==> src/rtl/ram_pkg.sv <==
// Shared constants and types for the 128x32 single-port RAM and its block readers.
// The widths here fix the RAM geometry and the longest burst a reader accepts.
package ram_pkg;

    localparam int DATA_WIDTH = 32;
    localparam int ADDR_WIDTH = 7;
    localparam int LEN_WIDTH  = 8;
    localparam int RAM_DEPTH  = 128;

    typedef logic [DATA_WIDTH-1:0] data_t;
    typedef logic [ADDR_WIDTH-1:0] addr_t;
    typedef logic [LEN_WIDTH-1:0]  len_t;

    typedef enum logic [1:0] {
        IDLE  = 2'd0,
        FETCH = 2'd1,
        LAST  = 2'd2
    } rd_state_t;

    // Sequential address step; the carry out of the top bit is dropped so 127 wraps to 0.
    function automatic addr_t next_addr(input addr_t addr);
        return addr + addr_t'(1);
    endfunction

endpackage

==> src/rtl/ram_rd_out_slot.sv <==
// Single-entry output register for the burst reader's valid/ready stream.
// Holds data and valid steady while the consumer stalls; slot_free says a new word may load.
module ram_rd_out_slot
    import ram_pkg::*;
(
    input  logic                  clk,
    input  logic                  rst_n,
    input  logic                  load,
    input  logic [DATA_WIDTH-1:0] load_data,
    input  logic                  out_ready,
    output logic [DATA_WIDTH-1:0] out_data,
    output logic                  out_valid,
    output logic                  slot_free
);

    logic [DATA_WIDTH-1:0] data_r;
    logic                  valid_r;
    logic                  handshake_s;

    // Slot can accept when empty or when its current word leaves this cycle.
    always_comb begin
        handshake_s = valid_r & out_ready;
        slot_free   = (~valid_r) | out_ready;
    end

    // Load takes priority over a plain drain so back-to-back beats keep valid high.
    always_ff @(posedge clk or negedge rst_n) begin
        if (!rst_n) begin
            data_r  <= {DATA_WIDTH{1'b0}};
            valid_r <= 1'b0;
        end else begin
            if (load) begin
                data_r  <= load_data;
                valid_r <= 1'b1;
            end else if (handshake_s) begin
                valid_r <= 1'b0;
            end else begin
                valid_r <= valid_r;
            end
        end
    end

    assign out_data  = data_r;
    assign out_valid = valid_r;

endmodule

==> src/rtl/ram_burst_reader.sv <==
// Burst read engine: walks the RAM's combinational read port from start_addr for len words
// and streams them over valid/ready. It only ever reads; the RAM writer owns we/d.
module ram_burst_reader
    import ram_pkg::*;
(
    input  logic                  clk,
    input  logic                  rst_n,
    input  logic                  start,
    input  logic [ADDR_WIDTH-1:0] start_addr,
    input  logic [LEN_WIDTH-1:0]  len,
    output logic                  busy,
    output logic                  done,
    output logic [ADDR_WIDTH-1:0] ram_addr,
    input  logic [DATA_WIDTH-1:0] ram_q,
    output logic [DATA_WIDTH-1:0] out_data,
    output logic                  out_valid,
    input  logic                  out_ready
);

    rd_state_t             state_r;
    logic [ADDR_WIDTH-1:0] cur_addr_r;
    logic [LEN_WIDTH-1:0]  remaining_r;
    logic                  busy_r;
    logic                  done_r;

    logic                  slot_free_s;
    logic                  load_s;
    logic                  accept_s;
    logic                  last_hs_s;
    logic                  out_valid_s;

    ram_rd_out_slot u_out_slot (
        .clk       (clk),
        .rst_n     (rst_n),
        .load      (load_s),
        .load_data (ram_q),
        .out_ready (out_ready),
        .out_data  (out_data),
        .out_valid (out_valid_s),
        .slot_free (slot_free_s)
    );

    // Decode the per-cycle events that move the FSM and counters.
    always_comb begin
        load_s    = 1'b0;
        accept_s  = 1'b0;
        last_hs_s = 1'b0;
        case (state_r)
            IDLE: begin
                if (start && (len != {LEN_WIDTH{1'b0}})) begin
                    accept_s = 1'b1;
                end else begin
                    accept_s = 1'b0;
                end
            end
            FETCH: begin
                load_s = slot_free_s;
            end
            LAST: begin
                if (out_valid_s && out_ready) begin
                    last_hs_s = 1'b1;
                end else begin
                    last_hs_s = 1'b0;
                end
            end
            default: begin
                load_s    = 1'b0;
                accept_s  = 1'b0;
                last_hs_s = 1'b0;
            end
        endcase
    end

    // Burst FSM with address and word counters; remaining is tested before it is decremented.
    always_ff @(posedge clk or negedge rst_n) begin
        if (!rst_n) begin
            state_r     <= IDLE;
            cur_addr_r  <= {ADDR_WIDTH{1'b0}};
            remaining_r <= {LEN_WIDTH{1'b0}};
            busy_r      <= 1'b0;
            done_r      <= 1'b0;
        end else begin
            done_r <= 1'b0;
            case (state_r)
                IDLE: begin
                    if (accept_s) begin
                        cur_addr_r  <= start_addr;
                        remaining_r <= len;
                        busy_r      <= 1'b1;
                        state_r     <= FETCH;
                    end else begin
                        state_r <= IDLE;
                    end
                end
                FETCH: begin
                    if (load_s) begin
                        cur_addr_r  <= next_addr(cur_addr_r);
                        remaining_r <= remaining_r - LEN_WIDTH'(1);
                        if (remaining_r == LEN_WIDTH'(1)) begin
                            state_r <= LAST;
                        end else begin
                            state_r <= FETCH;
                        end
                    end else begin
                        state_r <= FETCH;
                    end
                end
                LAST: begin
                    if (last_hs_s) begin
                        busy_r  <= 1'b0;
                        done_r  <= 1'b1;
                        state_r <= IDLE;
                    end else begin
                        state_r <= LAST;
                    end
                end
                default: begin
                    busy_r  <= 1'b0;
                    state_r <= IDLE;
                end
            endcase
        end
    end

    assign ram_addr  = cur_addr_r;
    assign busy      = busy_r;
    assign done      = done_r;
    assign out_valid = out_valid_s;

endmodule

==> config.mk <==
export PLATFORM = sky130hd
export DESIGN_NAME = ram_burst_reader
export DESIGN_NICKNAME = d
export VERILOG_FILES = /design/src/rtl/ram_pkg.sv /design/src/rtl/ram_rd_out_slot.sv /design/src/rtl/ram_burst_reader.sv
export SDC_FILE = /design/constraint.sdc
export NUM_CORES = 1
export LEC_CHECK = 0
export CORE_ASPECT_RATIO = 1.4
export CORE_MARGIN = 2
export CORE_UTILIZATION = 25
export CTS_BUF_LIST = sky130_fd_sc_hd__clkbuf_8
export DETAILED_ROUTE_END_ITERATION = 6
export HOLD_SLACK_MARGIN = 0.08
export MAX_ROUTING_LAYER = met4
export SLEW_MARGIN = 10
export SYNTH_ARGS = -nofsm -noshare
export SYNTH_HDL_FRONTEND = slang
export SYNTH_HIERARCHICAL = 1
export SYNTH_SLANG_ARGS = --single-unit
==> constraint.sdc <==
create_clock -name clk -period 2.4 [get_ports clk]
set_input_delay 0.36 -clock clk [delete_from_list [all_inputs] [get_ports clk]]
set_output_delay 0.36 -clock clk [all_outputs]
set_load 0.02 [all_outputs]
==> results by group <==
STA
  • Total negative slack: 0 ns
  • Worst-Margin Slew: between 0.6 and 0.7 ns
  • Setup violations, final: 0
  • Clock period minus worst slack: approximately 2.0 ns
  • Skew final: approximately 0.010 ns
  • Slew headroom: between 50% and 60%
  • Final-report hold violation count: 0
  • Period utilization: between 80% and 90%
  • Fin. max-slew vios: 0
  • Achievable Freq: about 510 MHz
  • RSZ-0062 raised after global routing: false

Cells and area
  • Synthesis-to-layout area growth: 46.8%
  • Final #Nets: 340
  • Layout cells sized above 1: around a fifth
  • Inserted Diodes: 0

Yosys
  • Yosys Warn Count: 6
  • Syn avg cell area: between 10 and 15 sq um
  • Post-synth EDFFs: 0
  • Top-area cell type share of the netlist area: between 50% and 60%
  • Sequential area share after synthesis: between 50 and 60%
  • Synthesized cell area: 2470 sq um
  • Main synth FF type: dfrtp_1
  • Top-count cell post-synth: dfrtp_1
  • Net Count, Synth: approximately 240
  • Cell variety after synth: 37
  • Top cells by count, synth: 52 x dfrtp_1, 29 x mux2_4, 14 x nand2_1
  • Async set-reset flop share out of synthesis: 100%
  • Yosys reg bits: 52
  • Gate Count Post-Synth: 187
  • Synth area leader: dfrtp_1
  • Synth area leaders: dfrtp_1 53%, mux2_4 18%, buf_12 2.4%

Global route
  • Met3 GRT Util: approximately 2.6%
  • Total track usage: about an eighth
  • Vias in the first global route: slightly below 2000
  • Met2 Use GR: a little over a fifth
  • First-pass GRT wire length: roughly 10000 um
  • GRT overflow: 0
  • Met1 Usage GRT: 14.3%
  • Largest net degree at the start of global routing: 29
  • GR peak layer: met2
  • Antenna violations before repair: 0

Route
  • Vias: approximately 1900
  • Via density: about 4.5
  • Iteration-0 DRC Markers: 29
  • Detailed Routing Iterations Pass 1: 4
  • Routed WL: approximately 6500 um
  • DRC Markers: 0
  • Wirelength per Cell: roughly 15 um
  • Post-route ant nets: 0

Flow run
  • Max Cap Viol: 0

Critical path
  • Max FO, Critical Path: 12
  • CP endpoint kind: flip-flop
  • Critical Path AT: roughly 2.2 ns
  • Critical path type: in2reg
  • Worst Reg-to-Reg Cells: 4
  • Critical Path RT: about 2.6 ns
  • Reg-to-Reg Start: state_r[0]
  • RR Endpoint: ram_addr[4]
  • Worst setup path start: len[1]
  • Startpoint Class: input pin
  • R2R setup slack: approximately 0.65 ns

Power and ir drop
  • Combinational cell fraction of total power: roughly 53%
  • Tot Pwr: 4.33 mW
  • Sequential power share: around 36%
  • Leak: 1.54 nW
  • Net load switching power: ~1.6 mW
  • Clock power frac: a little under an eighth
  • Sw Share: a little under two fifths
  • PwrDens: about 1200 nW/um^2
  • P_int: ~2.7 mW
  • Maximum vdd drop: between 0.0004 and 0.0005 V

Clocking
  • CTS tree: built
  • Clock latency on the worst-skew pair: 0.31 ns
  • Root Driver: clkbuf_8
  • Num Clock Sinks: 52
  • Maximum clock insertion buffer count: 2
  • H-tree levels: 2
  • CTS clk-pin slew, worst paths: about 0.10 ns
  • Setup Buffers After CTS: 0
  • CTS Buf Count: 5

Placement
  • Routability cong.: 0.769
  • Port Buffer Count: between 90 and 100
  • Hpwl dp: 4700 um

Floorplan
  • Core Box Area: ~9500 sq um
  • Die Height: ~120 um
  • Die Wd: between 80 and 90 um
  • IO Count: 93
  • Rows: 42
  • Initial Util: between 20% and 30%
  • Die area: 10700 sq um

Min path
  • Hold Crit Class: reg2reg
  • Worst Hold Depth: 1
  • Worst hold start: u_out_slot/out_data[5]
  • Min-Delay Endpoint: u_out_slot/out_data[5]

Outcome
  • Status: completed
state kept, by name (all words and copies together), names as in the netlist:
name,flops
u_out_slot/out_data,32
remaining_r,8
done,1
ram_addr,7
busy,1
u_out_slot/out_valid,1
state_r,2
logic make-up after synthesis:
kind of cell	count (synthesis)	synth area share, %
simple gates	53	11.6
flops	52	52.7
mux	33	19.4
buf+inv	12	4.81
compound gates	34	9.93
fa+ha+maj	3	1.52
stage by stage:
stage / worst slack, ns / cell area (sq um) / std cells / utilization, % / hold slack, ns
floorplan: 0.548 / 2470 / 187 / - / 0.0644
detailed placement: 0.0861 / 3540 / 410 / 37.2 / 0.409
global placement: 0.159 / 3540 / 410 / 37.2 / 0.407
CTS: 0.427 / 3620 / 418 / 38.1 / 0.517
global route: 0.346 / 3620 / 418 / 38.1 / 0.527
finish: 0.424 / 3620 / 418 / 38.1 / 0.512
layout make-up:
type	instances	area, sq um
clock buffers	5	68.8
clock inverters	2	8.76
fillers	949	5890
inverters	4	15.0
multi-input cells	123	1050
flip-flops and latches	52	1300
well taps	132	165
repair buffers	100	1020
layout by cell type, fill, tap and decap left out, types with 2 or more instances in the layout:
cell,instances
a211oi_1,2
a21oi_1,8
a311oi_2,2
and3_1,4
buf_12,3
buf_4,4
clkbuf_8,5
clkdlybuf4s50_1,91
dfrtp_1,52
ha_1,3
inv_1,4
mux2_2,3
mux2_4,29
nand2_1,14
nand2b_1,2
nand3_1,7
nor2_1,8
nor3_1,7
o211ai_1,5
o21ai_0,9
o311ai_0,2
or4_4,2
power by group through the flow:
stage | Clock (mW) | Sequential, mW | Combinational (mW)
after CTS | 0.522 | 1.55 | 2.32
after global routing | 0.562 | 1.60 | 2.44
after global placement | 0 | 1.55 | 2.28
final | 0.491 | 1.56 | 2.28
after detailed placement | 0 | 1.56 | 2.31
after floorplan | 0 | 1.90 | 1.03
metal layers:
layer	wire length (um)	part of all wire, %
met1	2650	41
met2	3310	51
met3	326	5.0
met4	164	2.5
met5	0	0
worst max path at each step:
stage               slack (ns)                     end  cells after the start
finish                    0.42             ram_addr[4]                      5
global route              0.35             ram_addr[4]                      5
CTS                       0.43             ram_addr[4]                      5
detailed placement        0.09             ram_addr[4]                      5
global placement          0.16             ram_addr[4]                      5
floorplan                 0.55  u_out_slot/out_data[0]                      7
critical path, stage by stage:
cell             delay, ns
clkdlybuf4s50_1       0.43
or4_4                 0.54
o211a_1               0.42
nor2_1                0.25
o311ai_0              0.15
repair_timing:
action	in CTS	in global routing
gates resized for setup	0	0
hold endpoints to repair	24	0
hold buffers	1	0
Power figures use the tool's default switching activity.
